==> config.mk <==
export PLATFORM = sky130hd
export DESIGN_NAME = base64_seq_ctrl
export DESIGN_NICKNAME = d
export VERILOG_FILES = /design/src/rtl/base64_seq_ctrl.sv
export SDC_FILE = /design/constraint.sdc
export NUM_CORES = 1
export LEC_CHECK = 0
export ABC_AREA = 1
export CORE_MARGIN = 5
export CORE_UTILIZATION = 56
export DETAILED_ROUTE_END_ITERATION = 10
export PLACE_DENSITY = 0.85
export RECOVER_POWER = 100
export SLEW_MARGIN = 20
export SYNTH_ARGS = -nofsm -noshare
export SYNTH_HDL_FRONTEND = slang
export SYNTH_SLANG_ARGS = --single-unit
==> constraint.sdc <==
create_clock -name clk -period 2.98 [get_ports clk]
set_clock_uncertainty 0.2 [all_clocks]
set_input_delay 0.447 -clock clk [delete_from_list [all_inputs] [get_ports clk]]
set_output_delay 0.447 -clock clk [all_outputs]
set_load 0.1 [all_outputs]
==> src/rtl/base64_seq_ctrl.sv <==
// Serialises ASCII characters from two round-robin requesters, MSB first, into a
// Base64 converter; pads each message with zero bits up to a whole 6-bit group.
module base64_seq_ctrl (
  input  logic       clk,
  input  logic       rst_n,
  input  logic       req0_valid,
  input  logic [6:0] req0_data,
  input  logic       req0_last,
  output logic       req0_ready,
  input  logic       req1_valid,
  input  logic [6:0] req1_data,
  input  logic       req1_last,
  output logic       req1_ready,
  output logic       cvt_bit,
  output logic       cvt_en,
  output logic       sextet_tick,
  output logic [1:0] grant,
  output logic       busy,
  output logic       msg_done,
  output logic [2:0] pad_bits
);

  typedef enum logic [2:0] {
    S_IDLE  = 3'd0,
    S_SHIFT = 3'd1,
    S_WAIT  = 3'd2,
    S_PAD   = 3'd3,
    S_DONE  = 3'd4
  } state_e;

  state_e     state_q;
  logic [6:0] sh_q;
  logic       last_q;
  logic [2:0] bit_q;
  logic [2:0] grp_q;
  logic [2:0] pad_q;
  logic [1:0] grant_q;
  logic       rr_q;
  logic       cvt_en_q;
  logic       msg_done_q;
  logic [2:0] pad_bits_q;

  logic       arb0, arb1;
  logic       accept_slot;
  logic [1:0] hs;
  logic       hs_any;
  logic [6:0] hs_data;
  logic       hs_last;
  logic [2:0] grp_d;
  logic       grp_wrap;

  // Between messages the pointer only breaks ties; a lone requester always wins.
  assign arb0 = req0_valid & (~rr_q | ~req1_valid);
  assign arb1 = req1_valid & ( rr_q | ~req0_valid);

  // Mid-message, only the owner may hand over the next character.
  assign accept_slot = (state_q == S_WAIT) |
                       ((state_q == S_SHIFT) & (bit_q == 3'd6) & ~last_q);

  assign req0_ready = rst_n & ((state_q == S_IDLE) ? arb0 : (accept_slot & grant_q[0]));
  assign req1_ready = rst_n & ((state_q == S_IDLE) ? arb1 : (accept_slot & grant_q[1]));

  assign hs      = {req1_valid & req1_ready, req0_valid & req0_ready};
  assign hs_any  = |hs;
  assign hs_data = hs[1] ? req1_data : req0_data;
  assign hs_last = hs[1] ? req1_last : req0_last;

  assign grp_wrap = (grp_q == 3'd5);
  assign grp_d    = grp_wrap ? 3'd0 : grp_q + 3'd1;

  assign cvt_en      = cvt_en_q;
  assign cvt_bit     = cvt_en_q & sh_q[6];
  assign sextet_tick = cvt_en_q & grp_wrap;
  assign grant       = grant_q;
  assign busy        = |grant_q;
  assign msg_done    = msg_done_q;
  assign pad_bits    = pad_bits_q;

  always_ff @(posedge clk or negedge rst_n) begin
    if (!rst_n) begin
      state_q    <= S_IDLE;
      sh_q       <= 7'd0;
      last_q     <= 1'b0;
      bit_q      <= 3'd0;
      grp_q      <= 3'd0;
      pad_q      <= 3'd0;
      grant_q    <= 2'b00;
      rr_q       <= 1'b0;
      cvt_en_q   <= 1'b0;
      msg_done_q <= 1'b0;
      pad_bits_q <= 3'd0;
    end else begin
      msg_done_q <= 1'b0;
      pad_bits_q <= 3'd0;
      if (cvt_en_q) begin
        grp_q <= grp_d;
      end

      case (state_q)
        S_IDLE: begin
          if (hs_any) begin
            sh_q     <= hs_data;
            last_q   <= hs_last;
            bit_q    <= 3'd0;
            grant_q  <= hs;
            cvt_en_q <= 1'b1;
            state_q  <= S_SHIFT;
          end
        end

        S_SHIFT: begin
          sh_q  <= {sh_q[5:0], 1'b0};
          bit_q <= bit_q + 3'd1;
          if (bit_q == 3'd6) begin
            bit_q <= 3'd0;
            if (last_q) begin
              // A message already ending on a group boundary needs no padding.
              if (grp_wrap) begin
                cvt_en_q   <= 1'b0;
                msg_done_q <= 1'b1;
                pad_bits_q <= 3'd0;
                state_q    <= S_DONE;
              end else begin
                state_q <= S_PAD;
              end
            end else if (hs_any) begin
              sh_q   <= hs_data;
              last_q <= hs_last;
            end else begin
              cvt_en_q <= 1'b0;
              state_q  <= S_WAIT;
            end
          end
        end

        S_WAIT: begin
          if (hs_any) begin
            sh_q     <= hs_data;
            last_q   <= hs_last;
            bit_q    <= 3'd0;
            cvt_en_q <= 1'b1;
            state_q  <= S_SHIFT;
          end
        end

        S_PAD: begin
          pad_q <= pad_q + 3'd1;
          if (grp_wrap) begin
            cvt_en_q   <= 1'b0;
            msg_done_q <= 1'b1;
            pad_bits_q <= pad_q + 3'd1;
            state_q    <= S_DONE;
          end
        end

        S_DONE: begin
          rr_q    <= grant_q[0];
          grant_q <= 2'b00;
          grp_q   <= 3'd0;
          pad_q   <= 3'd0;
          last_q  <= 1'b0;
          state_q <= S_IDLE;
        end

        default: begin
          cvt_en_q <= 1'b0;
          grant_q  <= 2'b00;
          state_q  <= S_IDLE;
        end
      endcase
    end
  end

endmodule
== After elaboration in Yosys (flattened, before gate mapping) ==
Cells that the tools add are included.
Cells by class
  bitwise operators: 21
  equal/unequal tests: 11
  reduce and logical (&&, ||, !) cells: 14
  muxes and demuxes: 42
  $add $sub $neg: 3
Operators by type and width (count)
  $mux W3: 13
  $mux W7: 5
  $mux W1: 15
  $pmux W7 S2: 1
  $and A1 B1 Y1: 12
  $pmux W3 S2: 2
  $add A3 B1 Y3 const B: 3
  $eq A3 B3 Y1 const B: 3
  $pmux W3 S3: 1
  $reduce_and A4 Y1: 2
  $eq A3 B2 Y1 const B: 2
  $not A1 Y1: 6
  $reduce_bool A2 Y1: 3
  $reduce_or A2 Y1: 3
  $ne A2 B1 Y1 const B: 2
  $ne A2 B2 Y1 const B: 2
  $pmux W1 S4: 1
  $pmux W2 S2: 1
  $reduce_and A2 Y1: 2
  $eq A3 B1 Y1 const B: 1
  $logic_not A3 Y1: 1
  $ne A3 B3 Y1 const B: 1
  $or A1 B1 Y1: 3
  $pmux W1 S3: 1
  other kinds (5): 5
Storage, ports and cells
  word-level logic and storage cells: 102
  register bits: 28
  input bits: 20

== Depth between registers and ports, before layout ==
Gate-level depths: netlist of run 1.
  depth in word-level cells: 13
  gate-level depth with buffers: 14
  gate-level depth less buffers: 14

== Worst setup path before layout of run 1 ==
OpenSTA, ideal clock, no wires.
  path kind: register -> output
  from: reg grant_q[0], in the netlist grant[0]
  to: out req0_ready
  cell stages (with the launch flop): 3
  required time: 2.333 ns
  path buffers: 0
  path slack: -0.953 ns
  arrival: 3.286 ns
  cell sequence: dfrtp_1 > nand2_1 > a21boi_0
On the way
  word-level cells in the longest chain between the ends: 3
RTL lines
  start, declared: RTL line 37  | logic [1:0] grant_q;
  start signal, assigned: RTL line 105  | grant_q <= hs;
  $and A1 B1 Y1: RTL line 60  | assign req0_ready = rst_n & ((state_q == S_IDLE) ? arb0 : (accept_slot & grant_q[0]));
  $mux W1: RTL line 60
  $and A1 B1 Y1: RTL line 60
  end, declared: RTL line 9  | output logic req0_ready,
Every way passes these cells.

== Worst setup path in the final report of run 1 ==
  from: reg state_q[2]
  to: reg sh_q[5]
On the way
  word-level cells in the longest chain between the ends: 13
  elaborated cells on any way between the ends: 25
  classes of those cells: 3 x eq/ne; 8 x mux; 9 x bitwise; 5 x reduce/logical
RTL lines
  start, declared: RTL line 31  | state_e state_q;
  start signal, assigned: RTL line 81  | state_q <= S_IDLE;
  start signal, assigned: RTL line 107  | state_q <= S_SHIFT;
  start signal, assigned: RTL line 122  | state_q <= S_DONE;
  $eq A3 B1 Y1: RTL line 58, 99
  $and A1 B1 Y1 (2 in a row): RTL line 58  | ((state_q == S_SHIFT) & (bit_q == 3'd6) & ~last_q);
  $or A1 B1 Y1: RTL line 57  | assign accept_slot = (state_q == S_WAIT) |
  $and A1 B1 Y1 (on tied branches): RTL line 61, 60
  $mux W1 (on tied branches): RTL line 61, 60
  $and A1 B1 Y1 (on tied branches): RTL line 61, 60
  $and A1 B1 Y1: RTL line 63  | assign hs = {req1_valid & req1_ready, req0_valid & req0_ready};
  $mux W7 / $reduce_or A2 Y1 (equally long branches): RTL line 65, 64
  $mux W7: RTL line 126  | end else if (hs_any) begin
  $mux W7: RTL line 116  | if (last_q) begin
  $mux W7: RTL line 114  | if (bit_q == 3'd6) begin
  $pmux W7 S2: RTL line 99  | case (state_q)
  end signal, assigned: RTL line 102  | sh_q <= hs_data;
  end signal, assigned: RTL line 112  | sh_q <= {sh_q[5:0], 1'b0};
  end signal, assigned: RTL line 127  | sh_q <= hs_data;
  end, declared: RTL line 32  | logic [6:0] sh_q;
Parallel ways exist; a longest one is shown, timed or not. The select of a mux whose other input is x is not followed.
A chain may end at the register's enable or synchronous reset.

==> results of run 1 <==
-- per-layer routing --
metal	routed length [µm]	vias up	GRT usage [%]
li1	-	761	-
met1	1670	669	26.3
met4	51	0	6.22
met5	0	-	0
met3	122	5	2.05
met2	1760	20	28.0
-- synthesized netlist by cell type, types with 3 or more instances --
cell,number
nor2_1,15
inv_1,31
nand3_2,4
o21ai_2,4
a31oi_1,4
nand4_1,3
a21oi_1,7
or2_2,3
nand2_4,5
nand2_1,51
nand2_2,6
o21ai_0,7
nand3_1,19
o21ai_1,4
dfrtp_1,28
inv_2,3
-- state kept, by name (all words and copies together), names as in the netlist --
register and cells:
sh_q 7, bit_q 3, grp_q 3, pad_bits 3, pad_q 3, state_q 3, grant 2, cvt_en 1
last_q 1, msg_done 1, rr_q 1
-- power breakdown --
part	switching [µW]	total, µW	internal [µW]
combinational	19.9	47.0	27.2
sequential	0	380	380
clock	120	195	75.0
total	140	622	482
-- final cells by class --
type,count,share of cell area (%)
tap,33,2.08
clock buffer,4,1.83
sequential,28,35.3
timing repair buffer,32,13.7
inverter,36,7.06
multi-input combinational,150,40.0
-- worst paths after layout --
check	end	start
max in group asynchronous	rr_q	rst_n
worst max register to register	sh_q[5]	state_q[2]
min in group asynchronous	pad_bits[2]	rst_n
worst min register to register	sh_q[3]	sh_q[3]
worst max-delay path	sh_q[5]	state_q[2]
worst min-delay path	sh_q[3]	sh_q[3]
-- logic make-up (layout without fill, tap and decap cells) --
logic type      count (synthesis)  count (layout)  share of synthesized area [%]
fa+ha+maj                       1               1                          0.735
flops                          28              28                           41.2
compound gates                 32              32                           11.5
simple gates                  114             114                           35.9
mux                             1               1                          0.588
xor+xnor                        2               2                           1.03
buf+inv                        38              72                           9.12
-- metrics by stage --
stage,power (µW),cells,utilization [%],cell area [µm²]
finish,622,283,66.7,1990
global route,652,283,66.7,1990
CTS,622,283,70.0,2080
detailed placement,435,279,68.7,2050
global placement,435,279,68.7,2050
floorplan,399,216,-,1710
-- worst max-delay path: stages, from the launching register on --
cell and delay, ns:
dfrtp_1 0.46, clkinv_1 0.07, nand2_1 0.09, nor2_4 0.18, nand3_1 0.10, nand2_1 0.11, nand2_1 0.10, nand2_4 0.08
nand3_4 0.18, nand2_1 0.32, nand2_4 0.06, nand2_1 0.32, inv_6 0.10, nand2_1 0.09, nand2_1 0.05
==> flow_summary.yaml, run 1 <==
outcome:
  status: "finished, violations left"
  violations: "max-capacitance violations"
drt:
  drt_iter0_drc: 76
  ant_nets: 0
  first_pass_iters: 4
  drc: 0
  wl_per_cell_um: 12.7
  routed_wl_mm: 3.60
  viasPerCell: 5.14
  via_count: 1455
final_layout:
  syn_to_final_growth_pct: 16.7
  final_cell_mix: "nand2_1, inv_1, dfrtp_1"
  register_area_um2: 701
  drive_gt1_share_pct: 12.0
  fill_cells: 255
  diodes: 0
  layout.nets: 272
  layout_commonest_cell: "nand2_1"
  multi_input_area_um2: 795
die:
  placementRows: 20
  die-area_um2: 4240
  die_h_um: 65.1
  ios: 32
  fp.dieW_um: 65.1
  fp.coreArea_um2: 2980
  start_util_pct: 57.1
placement:
  dp_slack_ns: 0.494
  port_buffers: 31
  gp_congestion: 0.830
  dp_hpwl_mm: 2.69
logic_synthesis:
  syn_avg_cell_area_um2: 7.88
  synthCells: 216
  synth-async-reset-ratio_pct: 100
  synth_flop_cell: "dfrtp_1"
  ys_types: 34
  synth_seq_cells: 28
  synth_fp_nets: 237
  netlist.area_leader.share_pct: 41.2
  synth-edff-count: 0
  netlist_area_um2: 1700
  ys_seq_area_share_pct: 41.2
  ys_top_cells_by_area: "dfrtp_1, nand2_1, inv_1"
  yosysTopAreaCell: "dfrtp_1"
  yosysWarnings: 0
grt:
  grt_overflow: 0
  grt_usage_pct: 18.1
  grt_pass1_vias: 1239
  antenna_found_initial: 0
  grt_max_degree: 29
  grt_pass1_wl_mm: 5.98
clock_network:
  cts_tree: "built"
  numClockSinks: 28
  post-cts-setup-buffers: 0
  numCtsBuffers: 3
  clockBufferDepth: 2
  clk_pin_slew_worst_paths_ns: 0.16
  clkLatencyLatePin_ns: 0.34
  postCtsHoldBufs: 0
  htree_levels: 1
  cts_root_buf: "clkbuf_4"
  cts.repair.resized: 0
timing:
  min_period_ns: 2.59
  period_share_pct: 86.8
  max_slew_margin_pct: 0.797
  setup_violations: 0
  finalSetupTns_ns: 0
  drv_slew: 0
  rsz0062_at_grt: "no"
  setup_ws_ns: 0.394
  fmax_mhz: 387
  tightest_slew_ns: 1.49
  finalHoldViolCount: 0
  whs_ns: 0.297
power_and_ir_drop:
  p_leak_uw: 0.000986
  ir_drop_mv: 0.205
  powerDensity_nw_per_um2: 313
setup_path:
  arrival_ns: 2.63
  required_ns: 3.03
  critical_path_class: "register to register"
  ff2ff_path_depth: 14
  rrSetupSlack_ns: 0.39
  worstSetupStartpointType: "register"
  crit_path_max_fanout: 18
  endpoint_kind: "register"
run:
  drv_cap: 1
hold_path:
  min_path_type: "register to register"
  hold_depth: 2
Note: power is estimated with default switching activity, not from simulation.
==> inputs of run 2 (changes only) <==
--- a/config.mk
+++ b/config.mk
@@ -9,7 +9,8 @@
 export CORE_MARGIN = 5
 export CORE_UTILIZATION = 56
 export DETAILED_ROUTE_END_ITERATION = 10
-export PLACE_DENSITY = 0.85
+export HOLD_SLACK_MARGIN = 0.06
+export PLACE_DENSITY = 0.93
 export RECOVER_POWER = 100
 export SLEW_MARGIN = 20
 export SYNTH_ARGS = -nofsm -noshare
==> flow_summary.yaml, run 2 (synthesized netlist as in run 1, its figures left out) <==
outcome:
  status: "finished, violations left"
  violations: "max-capacitance violations, max-slew violations"
power_and_ir_drop:
  p_seq_share_pct: 55.7
  p_switching_uw: 139
  p_leak_uw: 0.000994
  pwr-share-comb_pct: 7.0
  clock_power_share_pct: 37.3
  intPower_uw: 544
  switching_share_pct: 20.4
  powerDensity_nw_per_um2: 339
  ir_drop_mv: 0.239
clock_network:
  cts_root_buf: "clkbuf_4"
  clkLatencyLatePin_ns: 0.34
  post-cts-setup-buffers: 0
  numCtsBuffers: 3
  cts.repair.resized: 0
  htree_levels: 1
  postCtsHoldBufs: 0
  numClockSinks: 28
  cts_tree: "built"
  clk_pin_slew_worst_paths_ns: 0.15
  clockBufferDepth: 2
grt:
  grt_pass1_vias: 1506
  grt_pass1_wl_mm: 6.61
  grt_max_degree: 29
  grt_usage_pct: 20.1
  antenna_found_initial: 0
  grt_overflow: 0
drt:
  first_pass_iters: 4
  via_count: 1534
  viasPerCell: 5.42
  wl_per_cell_um: 13.8
  drc: 0
  routed_wl_mm: 3.92
  ant_nets: 0
  drt_iter0_drc: 116
timing:
  min_period_ns: 2.53
  setup_violations: 0
  finalSetupTns_ns: 0
  finalHoldViolCount: 0
  period_share_pct: 84.7
  rsz0062_at_grt: "no"
  drv_slew: 29
  max_slew_margin_pct: -2.76
  setup_ws_ns: 0.455
  tightest_slew_ns: 1.54
  fmax_mhz: 396
hold_path:
  hold_end: "sh_q[2]"
  min_path_type: "register to register"
  hp-start: "sh_q[2]"
  hold_depth: 2
setup_path:
  endpoint_kind: "output pin"
  arrival_ns: 1.88
  rrSetupSlack_ns: 0.47
  r2r_end: "state_q[1]"
  required_ns: 2.33
  critical_path_class: "register to output pin"
  ff2ff_path_depth: 14
  worstSetupStartpointType: "register"
  crit_path_max_fanout: 6
  timing.rr.start: "state_q[2]"
final_layout:
  drive_gt1_share_pct: 12.0
  top_register: "sh_q"
  diodes: 0
  syn_to_final_growth_pct: 18.2
  layout_commonest_cell: "nand2_1"
  layout.nets: 272
  final_cell_mix: "nand2_1, inv_1, dfrtp_1"
  largest_register_ff_count: 7
placement:
  gp_congestion: 0.829
  dp_slack_ns: 0.423
  dp_hpwl_mm: 2.89
  port_buffers: 31
die:
  start_util_pct: 57.1
  die-area_um2: 4240
  ios: 32
  fp.coreArea_um2: 2980
  placementRows: 20
  die_h_um: 65.1
  fp.dieW_um: 65.1
run:
  drv_cap: 1
-- run 2: critical path, cell delays in order (launching register included) --
cell	delay (ns)
dfrtp_1	0.47
clkinv_1	0.07
nand2_1	0.10
nor2_4	0.18
nand3_1	0.12
nand2_1	0.11
nand2_1	0.09
nand2_4	0.08
and2_1	0.16
buf_12	0.18
-- run 2: cell type report --
type,count,area (µm²)
clock buffers,3,22.5
clock inverters,1,30.0
fillers,240,967
inverters,36,140
multi-input cells,150,803
flip-flops and latches,28,701
well taps,33,41.3
repair buffers,32,273
-- run 2: worst max-delay path by stage --
stage	from	end	depth (start not counted)
2_1_floorplan	grant[0]	req0_ready	2
3_3_place_gp	req1_valid	sh_q[6]	10
3_5_place_dp	req1_valid	sh_q[1]	10
4_1_cts	req1_valid	req1_ready	5
5_1_grt	state_q[2]	state_q[1]	14
6_report	state_q[2]	req1_ready	9
-- run 2: per-layer routing --
metal,part of all wire [%],wire (µm),vias to the layer above,track usage [%]
met2,49,1910,57,34.0
met5,0,0,-,0
met4,4.2,165,0,10.6
li1,-,-,763,-
met3,4.7,183,14,2.74
met1,42,1660,700,25.1
-- run 2: per-stage QoR --
step	cells	cell area, µm²	total power, µW	utilization (%)	hold WS (ns)
2_1_floorplan	216	1710	399	-	-0.0486
3_3_place_gp	279	2050	436	68.7	0.263
3_5_place_dp	279	2050	436	68.7	0.267
4_1_cts	283	2100	687	70.5	0.304
5_1_grt	283	2010	708	67.5	0.333
6_report	283	2010	682	67.5	0.303
-- run 2: power groups by stage --
| stage | combinational, µW | clock, µW | sequential (µW) |
|---|---|---|---|
| after floorplan | 11.5 | 0 | 387 |
| after global placement | 48.4 | 0 | 387 |
| after detailed placement | 48.8 | 0 | 387 |
| after CTS | 49.1 | 258 | 380 |
| after global routing | 52.7 | 275 | 380 |
| final | 47.6 | 255 | 380 |
==> inputs of run 3 (changes only) <==
--- a/config.mk
+++ b/config.mk
@@ -7,10 +7,10 @@
 export LEC_CHECK = 0
 export ABC_AREA = 1
 export CORE_MARGIN = 5
-export CORE_UTILIZATION = 56
+export CORE_UTILIZATION = 47
 export DETAILED_ROUTE_END_ITERATION = 10
 export HOLD_SLACK_MARGIN = 0.06
-export PLACE_DENSITY = 0.93
+export PLACE_DENSITY = 0.84
 export RECOVER_POWER = 100
 export SLEW_MARGIN = 20
 export SYNTH_ARGS = -nofsm -noshare
==> constraint.sdc (replaced) <==
create_clock -name clk -period 2.3 [get_ports clk]
set_clock_uncertainty 0.2 [all_clocks]
set_input_delay 0.345 -clock clk [delete_from_list [all_inputs] [get_ports clk]]
set_output_delay 0.345 -clock clk [all_outputs]
set_load 0.1 [all_outputs]
==> flow_summary.yaml, run 3 (synthesized netlist as in run 1, its figures left out) <==
die:
  start_util_pct: 49.8
  placementRows: 21
  ios: 32
  fp.coreArea_um2: 3420
  fp.dieW_um: 70.2
  die-area_um2: 4920
  die_h_um: 70.2
clock_network:
  cts_root_buf: "clkbuf_4"
  numClockSinks: 28
  clk_pin_slew_worst_paths_ns: 0.14
  clkLatencyLatePin_ns: 0.34
  numCtsBuffers: 3
  cts_tree: "built"
  htree_levels: 1
  clockBufferDepth: 2
setup_path:
  crit_slowest_cell: "dlygate4sd3_1"
  worst-path-buf-inv: 3
  required_ns: 1.75
  endpoint_kind: "output pin"
  worstSetupStartpointType: "input port"
  ff2ff_path_depth: 14
  crit_path_max_fanout: 2
  r2r_end: "sh_q[6]"
  path_delay_family: "buffers and inverters"
  timing.rr.start: "state_q[2]"
  arrival_ns: 1.69
  rrSetupSlack_ns: 0.19
  critPathMaxStageDelay_ns: 0.55
  path_cells: "dlygate4sd3_1, inv_1, a31oi_1, and2_4, buf_12"
  critical_path_class: "input port to output pin"
grt:
  grt_usage_pct: 16.4
  grt_pass1_vias: 1458
  grt_overflow: 0
  grt_max_degree: 29
  grt_pass1_wl_mm: 6.63
  antenna_found_initial: 0
drt:
  drc: 0
  drt_iter0_drc: 86
  routed_wl_mm: 3.88
  wl_per_cell_um: 12.8
  via_count: 1552
  viasPerCell: 5.14
  first_pass_iters: 4
  ant_nets: 0
final_layout:
  register_area_um2: 704
  final_cell_mix: "nand2_1, inv_1, dfrtp_1"
  postLayoutCoreUtil_pct: 63.3
  stdcell_count: 302
  largest_register_ff_count: 7
  syn_to_final_growth_pct: 27.1
  fill_cells: 291
  layout_commonest_cell: "nand2_1"
  diodes: 0
  multi_input_area_um2: 863
  top_register: "sh_q"
  drive_gt1_share_pct: 24.2
  layout.nets: 278
hold_path:
  hold_depth: 2
  hp-start: "sh_q[4]"
  min_path_type: "register to register"
  hold_end: "sh_q[4]"
timing:
  min_period_ns: 2.24
  finalHoldViolCount: 0
  finalSetupTns_ns: 0
  max_slew_margin_pct: 53.9
  period_share_pct: 97.2
  tightest_slew_ns: 0.691
  rsz0062_at_grt: "yes"
  fmax_mhz: 447
  drv_slew: 0
  setup_violations: 0
power_and_ir_drop:
  p_seq_share_pct: 55.7
  p_leak_uw: 0.00107
  p_switching_uw: 178
  clock_power_share_pct: 37.1
  intPower_uw: 706
  pwr-share-comb_pct: 7.2
  switching_share_pct: 20.1
  powerDensity_nw_per_um2: 409
  ir_drop_mv: 0.299
placement:
  placed_cells: 295
  dp_hpwl_mm: 2.92
  gp_congestion: 0.859
  port_buffers: 31
outcome:
  status: "complete, no violations"
run:
  drv_cap: 0
## run 3: through the flow
stage	instance area, µm²	power, µW	setup WS, ns	hold WS [ns]
2_1_floorplan	1720	517	-0.0518	-0.151
3_3_place_gp	2130	566	0.0851	0.256
3_5_place_dp	2130	566	0.0410	0.275
4_1_cts	2190	891	0.00335	0.220
5_1_grt	2160	912	-0.0137	0.334
6_report	2160	884	0.0645	0.299
## run 3: cell type report
cell class,count,area share (%)
Sequential cell,28,32.6
Clock inverter,1,1.39
Inverter,36,6.48
Timing Repair Buffer,38,16.0
Multi-Input combinational cell,150,39.9
Clock buffer,3,1.04
Tap cell,46,2.66
## run 3: worst max-delay path by stage
stage,to,from,slack (ns),cells past startpoint
finish,req1_ready,rst_n,0.06,5
global route,req0_ready,state_q[2],-0.01,8
global placement,sh_q[5],rst_n,0.09,9
floorplan,req0_ready,grant[0],-0.05,2
detailed placement,sh_q[5],rst_n,0.04,9
CTS,req0_ready,state_q[1],0.003,6
## run 3: worst register-to-register path: cells and delay by family, from the launching register on
kind | cells | cell delay, ns
buf+inv | 1 | 0.06
flops | 1 | 0.48
simple gates | 13 | 1.28
## run 3: power by group through the flow
| stage | Sequential [µW] | Combinational (µW) | Clock, µW |
|---|---|---|---|
| global route | 493 | 71.0 | 348 |
| floorplan | 502 | 15.2 | 0 |
| finish | 492 | 63.7 | 328 |
| global placement | 502 | 64.3 | 0 |
| CTS | 492 | 65.3 | 333 |
| detailed placement | 502 | 64.9 | 0 |
## run 3: metal layers
metal	part of all wire, %	vias to the layer above	GRT usage, %
met4	1.1	0	4.47
met3	3.8	5	2.58
met1	44	745	21.0
li1	-	771	-
met2	51	31	28.4
met5	0	-	0
## run 3: timing repair
| action | 4_1_cts | 5_1_grt |
|---|---|---|
| resized for setup | 3 | 4 |
| setup buffers | 1 | 2 |
| hold buffers | 0 | 0 |
| pin swaps | 1 | 1 |
| hold endpoints to repair | 0 | 0 |
| endpoints found under the setup margin | 2 | 2 |
